$ cat src/rtl/controle_multiciclo.sv
// Multicycle control unit for the 8-bit processor: sequences each instruction
// through BUSCA/DECOD/EXEC/MEM/ESCR and decodes the datapath control strobes.
module controle_multiciclo #(
  parameter int MEM_LAT = 1,
  parameter int FN_W    = 2
) (
  input  logic            clock,
  input  logic            reset,
  input  logic [2:0]      OPcode,
  input  logic [FN_W-1:0] BitVerificao,
  input  logic            Zero,
  output logic            EscrevMem,
  output logic            LerMem,
  output logic            Jump,
  output logic            Halt,
  output logic            EscrevReg,
  output logic            Beqz,
  output logic [1:0]      UlaOp,
  output logic [1:0]      FonteUla,
  output logic [FN_W-1:0] Funcao,
  output logic            EscrevPC,
  output logic            EscrevIR,
  output logic [2:0]      Estado
);

  typedef enum logic [2:0] {
    BUSCA  = 3'd0,
    DECOD  = 3'd1,
    EXEC   = 3'd2,
    MEM    = 3'd3,
    ESCR   = 3'd4,
    PARADO = 3'd5
  } estado_t;

  typedef enum logic [2:0] {
    C_LOAD,
    C_STORE,
    C_ALU,
    C_JUMP,
    C_BEQZ,
    C_HALT
  } classe_t;

  localparam logic [3:0] CNT_INI = 4'(MEM_LAT - 1);

  estado_t         state;
  estado_t         next_state;
  logic            ativo;
  logic [3:0]      cnt;
  logic [2:0]      op_q;
  logic [FN_W-1:0] fn_q;
  classe_t         classe_in;
  classe_t         classe_q;

  function automatic classe_t classificar(input logic [2:0] op, input logic [FN_W-1:0] fn);
    case (op)
      3'b000:  return C_LOAD;
      3'b101:  return C_STORE;
      3'b100:  return (fn == FN_W'(1)) ? C_ALU : C_JUMP;
      3'b110:  return C_BEQZ;
      3'b111: begin
        if (fn == FN_W'(0))      return C_HALT;
        else if (fn == FN_W'(3)) return C_JUMP;
        else                     return C_ALU;
      end
      default: return C_ALU;
    endcase
  endfunction

  assign classe_in = classificar(OPcode, BitVerificao);
  assign classe_q  = classificar(op_q, fn_q);

  // ativo stays low for the reset cycle and the one after it, so the first
  // BUSCA strobes appear one cycle after reset deasserts.
  always_ff @(posedge clock) begin
    // NOTE: sequential state uses non-blocking assignments so every register
    // samples the pre-edge values, independent of statement order.
    if (reset) begin
      state <= BUSCA;
      ativo <= 1'b0;
      cnt   <= '0;
      op_q  <= '0;
      fn_q  <= '0;
    end else begin
      ativo <= 1'b1;
      state <= next_state;
      if (state == DECOD) begin
        op_q <= OPcode;
        fn_q <= BitVerificao;
      end
      if (state == EXEC)
        cnt <= CNT_INI;
      else if (state == MEM && cnt != 4'd0)
        cnt <= cnt - 4'd1;
    end
  end

  always_comb begin
    // NOTE: every output gets a default first; a path that skipped an
    // assignment would otherwise infer a latch.
    next_state = state;
    EscrevMem  = 1'b0;
    LerMem     = 1'b0;
    Jump       = 1'b0;
    Halt       = 1'b0;
    EscrevReg  = 1'b0;
    Beqz       = 1'b0;
    EscrevPC   = 1'b0;
    EscrevIR   = 1'b0;
    UlaOp      = 2'b00;
    FonteUla   = 2'b00;
    Funcao     = fn_q;
    Estado     = state;

    // ALU controls follow the decode register, so they hold through MEM/ESCR
    // and only change after the next DECOD.
    case (op_q)
      3'b001: begin UlaOp = 2'b01; FonteUla = 2'b10; end
      3'b010: begin UlaOp = 2'b00; FonteUla = 2'b01; end
      3'b100: if (fn_q == FN_W'(1)) UlaOp = 2'b10;
      3'b111: if (fn_q == FN_W'(1) || fn_q == FN_W'(2)) UlaOp = 2'b11;
      default: ;
    endcase

    if (ativo) begin
      case (state)
        BUSCA: begin
          EscrevIR   = 1'b1;
          EscrevPC   = 1'b1;
          next_state = DECOD;
        end
        DECOD: next_state = (classe_in == C_HALT) ? PARADO : EXEC;
        EXEC: begin
          case (classe_q)
            C_LOAD, C_STORE: next_state = MEM;
            C_ALU:           next_state = ESCR;
            C_JUMP: begin
              Jump       = 1'b1;
              EscrevPC   = 1'b1;
              next_state = BUSCA;
            end
            C_BEQZ: begin
              Beqz       = 1'b1;
              EscrevPC   = Zero;
              next_state = BUSCA;
            end
            default: next_state = BUSCA;
          endcase
        end
        MEM: begin
          if (classe_q == C_STORE) EscrevMem = 1'b1;
          else                     LerMem    = 1'b1;
          if (cnt == 4'd0)
            next_state = (classe_q == C_STORE) ? BUSCA : ESCR;
        end
        ESCR: begin
          EscrevReg  = 1'b1;
          next_state = BUSCA;
        end
        PARADO: Halt = 1'b1;
        default: next_state = BUSCA;
      endcase
    end
  end

endmodule

$ cat config.mk
export PLATFORM = sky130hd
export DESIGN_NAME = controle_multiciclo
export DESIGN_NICKNAME = d
export VERILOG_FILES = /design/src/rtl/controle_multiciclo.sv
export SDC_FILE = /design/constraint.sdc
export NUM_CORES = 1
export LEC_CHECK = 0
export BUFFER_PORTS_ARGS = -buffer_cell sky130_fd_sc_hd__buf_2
export CORE_MARGIN = 1.5
export CORE_UTILIZATION = 53
export CTS_BUF_LIST = sky130_fd_sc_hd__clkbuf_2
export CTS_CLUSTER_DIAMETER = 120
export DETAILED_ROUTE_END_ITERATION = 12
export PLACE_DENSITY_LB_ADDON = 0.25
export SETUP_SLACK_MARGIN = 0.5
export SLEW_MARGIN = 10
export SYNTH_ARGS = -nofsm -noshare
export SYNTH_HDL_FRONTEND = slang
export SYNTH_SLANG_ARGS = --single-unit
$ cat constraint.sdc
create_clock -name clock -period 2.2 [get_ports clock]
set_input_delay 0.11 -clock clock [delete_from_list [all_inputs] [get_ports clock]]
set_output_delay 0.11 -clock clock [all_outputs]
set_load 0.05 [all_outputs]
Yosys cells after proc, flatten, opt, wreduce, memory -nomap -nowiden --
Cells that the tools add are included.
Word-level totals: register bits after elaboration 13, bits in latches 0, bits in read-only memories 0, output and inout bits 17, memories 0, input bits 8, bits in writable memories 0, word-level logic and storage cells 85
Cells by class: mux-type cells 39, equality and inequality tests 26, magnitude comparators 0, divide/modulo/power cells 0, reductions and logical operators 13, shift operators 0, multiply operators 0, bitwise logic cells 1, add/sub/neg operators 1
Operators with widths (count):
- 3-bit case mux with 5 select lines | 3
- 3-bit equality test (second input constant) | 12
- 1-bit 2-to-1 mux | 24
- 3-bit by 2-bit equality test with 1-bit output (second input constant) | 5
- 3-bit 2-to-1 mux | 5
- 3-bit logical NOT | 4
- 3-bit by 1-bit equality test with 1-bit output (second input constant) | 3
- 2-bit equality test (second input constant) | 3
- 2-bit case mux with 3 select lines | 1
- 3-bit case mux with 2 select lines | 1
- 2-bit by 1-bit equality test with 1-bit output (second input constant) | 2
- 2-bit logical NOT | 2
- 4-bit logical NOT | 1
- 2-bit 2-to-1 mux | 2
- 1-bit case mux with 2 select lines | 2
- 2-bit case mux with 2 select lines | 1
- 4-bit nonzero test | 1
- 2-bit OR reduction | 2
- 4-bit by 1-bit subtractor with 4-bit output (second input constant) | 1
- 3-bit AND reduction | 1
- 2-bit by 1-bit != test with 1-bit output (second input constant) | 1
- 1-bit logical AND | 1
- 1-bit logical OR | 1
- 1-bit inverter | 1

Depth between registers and ports, before layout --
Gate-level depths: netlist (run 1).
word-level depth 8, gate-level depth with buffers 6, gate-level depth less buffers 6

Worst setup path after synthesis (run 1) --
OpenSTA, ideal clock, no wires.
path type flip-flop to output port, start reg fn_q[0] (netlist: Funcao[0]), end out EscrevPC, cell stages (with the launch flop) 6, data required time 2.090 ns, path buffers 0, path slack -0.613 ns, arrival time 2.703 ns, cell sequence dfxtp_1 > inv_1 > ha_1 > nor3_1 > o21ai_0 > a311oi_1
On the way: cells in the longest elaborated chain, start to end 8, elaborated cells on any way between the ends 12, classes of those cells eq/ne: 4; mux: 7; reduce/logical: 1
Ends and longest elaborated chain:
- from (decl) | RTL line 51 | logic [FN_W-1:0] fn_q;
- from (signal assigned) | RTL line 89 | fn_q <= BitVerificao;
- 2-bit equality test | RTL line 63 | else if (fn == FN_W'(3)) return C_JUMP;
- 1-bit 2-to-1 mux | RTL line 63
- 3-bit 2-to-1 mux | RTL line 62 | if (fn == FN_W'(0)) return C_HALT;
- 3-bit case mux with 5 select lines (*) | RTL line 56 | case (op)
- 3-bit equality test / 3-bit by 2-bit equality test with 1-bit output (equally long branches) | RTL line 134 | case (classe_q)
- 1-bit case mux with 2 select lines (*) | RTL line 134
- 1-bit case mux with 2 select lines (*) | RTL line 126 | case (state)
- 1-bit 2-to-1 mux (*) | RTL line 125 | if (ativo) begin
- to (decl) | RTL line 21 | output logic EscrevPC,
Every way passes the cells marked *; elsewhere a longest branch is shown, timed or not.

Worst setup path in the final report (run 1) --
start reg fn_q[1] (netlist: Funcao[1]), end out EscrevPC
Same word-level chain as after synthesis.

==> impl_metrics.csv, run 1 <==
group,metric,value,unit
clock_network,htreeDepth,1,
floorplan,start_util,0.585,
floorplan,core_area,1560,um^2
power,peakVddDrop,0.390,mV
yosys,syn_nets,130,
cells_and_area,num_antenna_cells,0,
yosys,synth_seq_cells,13,
worst_setup_path,cp.required,2.09,ns
sta,slew_viol_final,0,
cells_and_area,fin_util,0.801,
worst_setup_path,cp_max_fo,4,
sta,rsz0062_at_grt,"true",
placement,port_buffers,24,
yosys,synth_top_cell_area_share,0.285,
floorplan,rows,14,
drt,final_antenna_net_count,0,
grt,grt_pass1_wl,3590,um
yosys,synth_commonest_cells,"nand2_1 (14), dfxtp_1 (13), o21ai_0 (9)",
drt,first_iter_violations,26,
floorplan,dieArea,1980,um^2
yosys,synth_top_cell_by_area,"dfxtp_1",
sta,slew_headroom,0.706,
grt,grt_max_degree,16,
yosys,synth_edf_count,0,
sta,max_freq,0.551,GHz
placement,hpwl,1420,um
power,p_per_area,494,nW/um^2
power,total_power,616,uW
drt,num_vias,961,
yosys,syn_inst,118,
drt,avgViaCountPerCell,5.93,
yosys,yosysMostFrequentCell,"nand2_1",
yosys,seq_area_frac_synth,0.285,
sta,skew,0.00197,ns
sta,tns,0,ns
cells_and_area,fin_nets,159,
worst_setup_path,r2r_start,"cnt[0]",
drt,routedWlPerCell,13.4,um
sta,hold_viol,0,
flow_run,maxCapViolCount,0,
grt,antenna_found_initial,0,
worst_setup_path,cp-endpoint,"EscrevPC",
sta,period_share,0.825,
sta,setup_violations,0,
grt,gr-total-overflow,0,
yosys,async_flop_share,0,
yosys,avgSynthCellArea,7.73,um^2
clock_network,root_buffer,"clkbuf_2",
worst_setup_path,critPathKind,"reg2out",
worst_setup_path,reg2regPathDepth,6,
clock_network,clkTransAtPathRegs,0.13,ns
yosys,synthFlopType,"dfxtp_1",
drt,drcViolationCount,0,
floorplan,die_x,44.5,um
cells_and_area,area_delta_synth_final,36.9,%
drt,drt-total-wl,2170,um
worst_setup_path,endpoint_kind,"primary output",
clock_network,insertion_delay,0.27,ns
grt,grt_pass1_vias,848,
yosys,synthTopCellsByArea,"dfxtp_1 (29%), nand2_1 (5.8%), ha_1 (5.5%)",
drt,dr.pass1.iters,6,
cells_and_area,drive_above_1_share,0.432,
worst_setup_path,critical_path_arrival,1.71,ns
sta,worstMarginPinSlew,0.436,ns
yosys,synth-warning-count,0,
worst_hold_path,hp-class,"in2reg",
clock_network,cts_tree,"built",
floorplan,die_y,44.5,um
sta,min_period,1.82,ns
worst_setup_path,startpoint,"Funcao[1]",
clock_network,numClockSinks,13,
worst_setup_path,timing.rr.end,"Estado[1]",
floorplan,io_pins,25,
grt,grt_usage,0.241,
worst_setup_path,startpoint_type,"flop",
outcome,outcome,"finished clean",
worst_setup_path,reg2reg_setup_slack,0.48,ns
placement,gp_congestion,0.783,
clock_network,clk_path_buf_depth,2,
power,power.leakage,0.536,nW
yosys,synth_cell_type_count,37,
clock_network,cts_inserted_buffers,3,
yosys,synth_area,912,um^2
[worst min-delay path by stage]
stage                    startpoint   endpoint  slack (ns)  depth (start not counted)
floorplan           BitVerificao[0]  Funcao[0]        0.24                          2
global placement    BitVerificao[1]  Funcao[1]        0.36                          3
detailed placement  BitVerificao[1]  Funcao[1]        0.37                          3
CTS                       OPcode[1]    op_q[1]        0.06                          3
global route              OPcode[0]    op_q[0]        0.06                          3
finish                    OPcode[2]    op_q[2]        0.06                          3
[state kept, by name (all words and copies together), names as in the netlist]
signal  flops
op_q        3
Funcao      2
ativo       1
cnt         4
Estado      3
[critical path, cell delays in order, from the launching register on]
cell and delay (ns):
dfxtp_4 0.37, inv_2 0.05, ha_4 0.28, nand2_2 0.05, a21oi_2 0.15, nand2_2 0.08
a311oi_4 0.26, buf_6 0.19
[placed cells by master, fill, tap and decap left out, drive strengths merged, types with 4 or more instances in the layout]
cell type	Yosys	final
buf	5	31
nand2	14	14
dfxtp	13	13
o21ai	10	10
a21oi	9	9
nor2	8	8
inv	7	7
nor3	7	7
nand2b	6	6
nor3b	6	6
nand3	4	4
clkbuf	2	4
ha	4	4
[power by group]
part	switching [mW]	leakage, nW	internal [mW]
combinational	0.128	0.410	0.0786
clock	0.0817	0.0166	0.0482
sequential	0.0329	0.110	0.247
total	0.243	0.536	0.374
[area by class of cell]
class                   count  area (um^2)
inverters                   7         26.3
repair buffers             31          204
flip-flops and latches     13          279
well taps                  16         20.0
multi-input cells          91          699
clock buffers               4         20.0
fillers                   112          310
[layer usage]
metal | track usage | routed length [um]
met1 | 0.315 | 1000
met2 | 0.406 | 1060
met3 | 0.0367 | 85
met4 | 0.0727 | 17
met5 | 0 | 0
[cell families after synthesis]
logic type,share of synthesized area
simple gates,0.353
compound gates,0.204
buf+inv,0.0741
flops,0.285
fa+ha+maj,0.0549
xor+xnor,0.0288
[what timing repair did]
action,CTS,global route
buffers inserted,3,2
gates resized for setup,14,11
hold buffers,0,0
pin swaps,4,1
endpoints found under the hold margin,0,0
setup endpoints to repair,5,10
[through the flow]
step                cells  area [um^2]  setup slack (ns)  hold WS [ns]
detailed placement    153         1120             0.501         0.365
CTS                   160         1200             0.381        0.0554
floorplan             118         1010             0.363         0.236
global route          162         1250             0.306        0.0593
global placement      153         1120             0.536         0.361
finish                162         1250             0.384        0.0608
Note: power is estimated with default switching activity, not from simulation.
==> inputs of run 2 (changes only) <==
==> constraint.sdc (replaced) <==
create_clock -name clock -period 1.8 [get_ports clock]
set_input_delay 0.09 -clock clock [delete_from_list [all_inputs] [get_ports clock]]
set_output_delay 0.09 -clock clock [all_outputs]
set_load 0.05 [all_outputs]
==> run 2 against run 1 <==
Effect of this change:
- the flow now stops in 4_1_cts
- area after synthesis unchanged
- synthesized cell count unchanged
==> impl_metrics.csv, run 2 <==
group,metric,value,unit
floorplan,rows,14,
floorplan,start_util,0.585,
floorplan,die_y,44.5,um
yosys,syn_nets,130,
yosys,synth_top_cell_by_area,"dfxtp_1",
placement,hpwl,1650,um
clock_network,cts_inserted_buffers,3,
placement,gp_congestion,0.799,
yosys,synth_top_cell_area_share,0.285,
yosys,syn_inst,118,
outcome,outcome,"did not finish",
clock_network,cts_setup_buffers,26,
floorplan,io_pins,25,
placement,pre_cts_slack,0.144,ns
outcome,stop_error,"[ERROR DPL-0038] Utilization greater than 100%, impossible to legalize",
yosys,async_flop_share,0,
clock_network,root_buffer,"clkbuf_2",
yosys,synth_commonest_cells,"nand2_1 (14), dfxtp_1 (13), o21ai_0 (9)",
yosys,synth_cell_type_count,37,
yosys,synth_seq_cells,13,
clock_network,numClockSinks,13,
floorplan,die_x,44.5,um
clock_network,cts_resized,64,
outcome,lastStage,"4_1_cts",
clock_network,cts_hold_buf,0,
placement,port_buffers,24,
clock_network,clk_path_buf_depth,2,
yosys,synth_edf_count,0,
yosys,synthFlopType,"dfxtp_1",
yosys,synthTopCellsByArea,"dfxtp_1 (29%), nand2_1 (5.8%), ha_1 (5.5%)",
yosys,synth_area,912,um^2
yosys,yosysMostFrequentCell,"nand2_1",
yosys,avgSynthCellArea,7.73,um^2
yosys,synth-warning-count,0,
yosys,seq_area_frac_synth,0.285,
clock_network,htreeDepth,1,
==> run 2: kinds of logic after synthesis <==
family	share of synthesized area
adders and majority gates	0.0549
DFF	0.285
buffers and inverters	0.0741
xor gates and xnor gates	0.0288
AOI/OAI and AO/OA	0.204
and+or+nand+nor	0.353
==> run 2: through the flow <==
step                instance area, um^2  cells
floorplan                          1100    118
global placement                   1210    154
detailed placement                 1210    154
==> inputs of run 3 (changes only) <==
==> config.mk (replaced) <==
export PLATFORM = sky130hd
export DESIGN_NAME = controle_multiciclo
export DESIGN_NICKNAME = d
export VERILOG_FILES = /design/src/rtl/controle_multiciclo.sv
export SDC_FILE = /design/constraint.sdc
export NUM_CORES = 1
export LEC_CHECK = 0
export BUFFER_PORTS_ARGS = -buffer_cell sky130_fd_sc_hd__buf_2
export CORE_AREA = 2 2 63 65
export DETAILED_ROUTE_END_ITERATION = 12
export DIE_AREA = 0 0 65 67
export PLACE_DENSITY_LB_ADDON = 0.15
export SLEW_MARGIN = 10
export SYNTH_ARGS = -nofsm -noshare
export SYNTH_HDL_FRONTEND = slang
export SYNTH_SLANG_ARGS = --single-unit
==> run 3 against run 2 <==
Effect of this change:
- the flow now finishes without violations
==> impl_metrics.csv, run 3 (synthesis gave the netlist of run 1 again) <==
group,metric,value,unit
cells_and_area,final_cell_mix,"buf_2 (21), nand2_1 (13), dfxtp_1 (10), buf_4 (10)",
worst_hold_path,hp-class,"in2reg",
worst_setup_path,endpoint_kind,"primary output",
floorplan,io_pins,25,
floorplan,die_x,65,um
floorplan,rows,22,
drt,dr.pass1.iters,4,
outcome,outcome,"finished clean",
drt,drt-total-wl,2240,um
power,power.leakage,0.539,nW
sta,min_period,1.77,ns
sta,max_freq,0.566,GHz
worst_setup_path,cp.buffers_inverters,2,
drt,num_vias,937,
worst_setup_path,startpoint_type,"flop",
clock_network,clkTransAtPathRegs,0.05,ns
drt,drcViolationCount,0,
sta,rsz0062_at_grt,"true",
clock_network,cts_inserted_buffers,3,
placement,pre_cts_slack,0.0255,ns
placement,place_area,1180,um^2
clock_network,insertion_delay,0.24,ns
clock_network,root_buffer,"clkbuf_8",
cells_and_area,fin_nets,161,
floorplan,dieArea,4360,um^2
drt,first_iter_violations,32,
cells_and_area,num_antenna_cells,0,
cells_and_area,final_common_cell,"buf_2",
worst_setup_path,path_delay_family,"flip-flops",
drt,routedWlPerCell,11.4,um
flow_run,maxCapViolCount,0,
sta,period_share,0.982,
clock_network,htreeDepth,1,
placement,gp_congestion,0.712,
worst_setup_path,critPathKind,"reg2out",
clock_network,clk_path_buf_depth,2,
power,peakVddDrop,0.299,mV
grt,grt_max_degree,13,
grt,grt_usage,0.115,
worst_setup_path,critPathSlowestCell,"dfxtp_4",
sta,tns,0,ns
sta,slew_viol_final,0,
worst_setup_path,reg2reg_setup_slack,0.14,ns
grt,grt_pass1_wl,3910,um
power,total_power,854,uW
worst_setup_path,critical_path_arrival,1.68,ns
sta,setup_violations,0,
placement,port_buffers,24,
cells_and_area,area_delta_synth_final,40.6,%
worst_setup_path,cp_max_fo,5,
grt,antenna_found_initial,0,
placement,hpwl,1750,um
power,p_per_area,666,nW/um^2
drt,avgViaCountPerCell,4.78,
worst_setup_path,path_cells,"inv_4 > ha_4 > nor3_1 > o21ai_2 > a311oi_4 > buf_6",
cells_and_area,design_area,1280,um^2
sta,hold_viol,0,
cells_and_area,largest_reg_flops,4,
sta,slew_headroom,0.717,
worst_setup_path,cpPeakStageDelay,0.36,ns
cells_and_area,fillCellCount,367,
cells_and_area,drive_above_1_share,0.399,
floorplan,start_util,0.253,
grt,gr-total-overflow,0,
cells_and_area,regMostFlops,"cnt",
grt,grt_pass1_vias,864,
floorplan,die_y,67,um
drt,final_antenna_net_count,0,
clock_network,numClockSinks,13,
sta,skew,0.00177,ns
sta,setup_ws,0.0330,ns
worst_setup_path,cp.required,1.71,ns
clock_network,cts_tree,"built",
sta,worstMarginPinSlew,0.420,ns
floorplan,core_area,3610,um^2
-- run 3: cell type report --
cell class | count | area (um^2) | share of cell area
multi-input combinational | 91 | 681 | 0.531
sequential | 13 | 269 | 0.210
timing repair buffer | 33 | 199 | 0.155
tap | 48 | 60.1 | 0.0468
clock buffer | 4 | 45.0 | 0.0351
inverter | 7 | 28.8 | 0.0224
-- run 3: path summary, 6_finish.rpt --
| kind | endpoint | from | depth (start not counted) |
|---|---|---|---|
| hold reg to reg | cnt[3] | cnt[3] | 2 |
| setup reg to reg | Estado[1] | cnt[0] | 6 |
| setup / recovery | EscrevPC | Funcao[1] | 6 |
| hold / removal | op_q[1] | OPcode[1] | 3 |
-- run 3: what timing repair did --
action,4_1_cts,5_1_grt
setup endpoints to repair,3,3
buffers inserted,0,2
cloned,0,0
endpoints found under the hold margin,0,0
hold buffers,0,0
pin swaps,2,4
resized for setup,5,9
-- run 3: metrics by stage --
step	std cells	utilization	hold slack (ns)
after global routing	196	0.356	0.107
after CTS	194	0.346	0.0959
final	196	0.356	0.102
after global placement	190	0.326	0.343
after floorplan	118	-	0.216
after detailed placement	190	0.326	0.354
-- run 3: worst min-delay path: cells and delay by family --
family	cells	cell delay (ns)
compound gates	1	0.05
buf+inv	1	0.11
simple gates	1	0.05
-- run 3: power breakdown --
part	switching (mW)	total [mW]	internal, mW	leakage [nW]
combinational	0.162	0.259	0.0973	0.409
clock	0.106	0.263	0.156	0.0228
sequential	0.0303	0.332	0.301	0.108
total	0.299	0.854	0.555	0.539
-- run 3: per-layer routing --
| layer | global-route usage | share of wire | vias to the layer above |
|---|---|---|---|
| li1 | - | - | 478 |
| met1 | 0.157 | 0.50 | 434 |
| met2 | 0.175 | 0.44 | 21 |
| met3 | 0.0186 | 0.045 | 4 |
| met4 | 0.0559 | 0.013 | 0 |
| met5 | 0 | 0 | - |
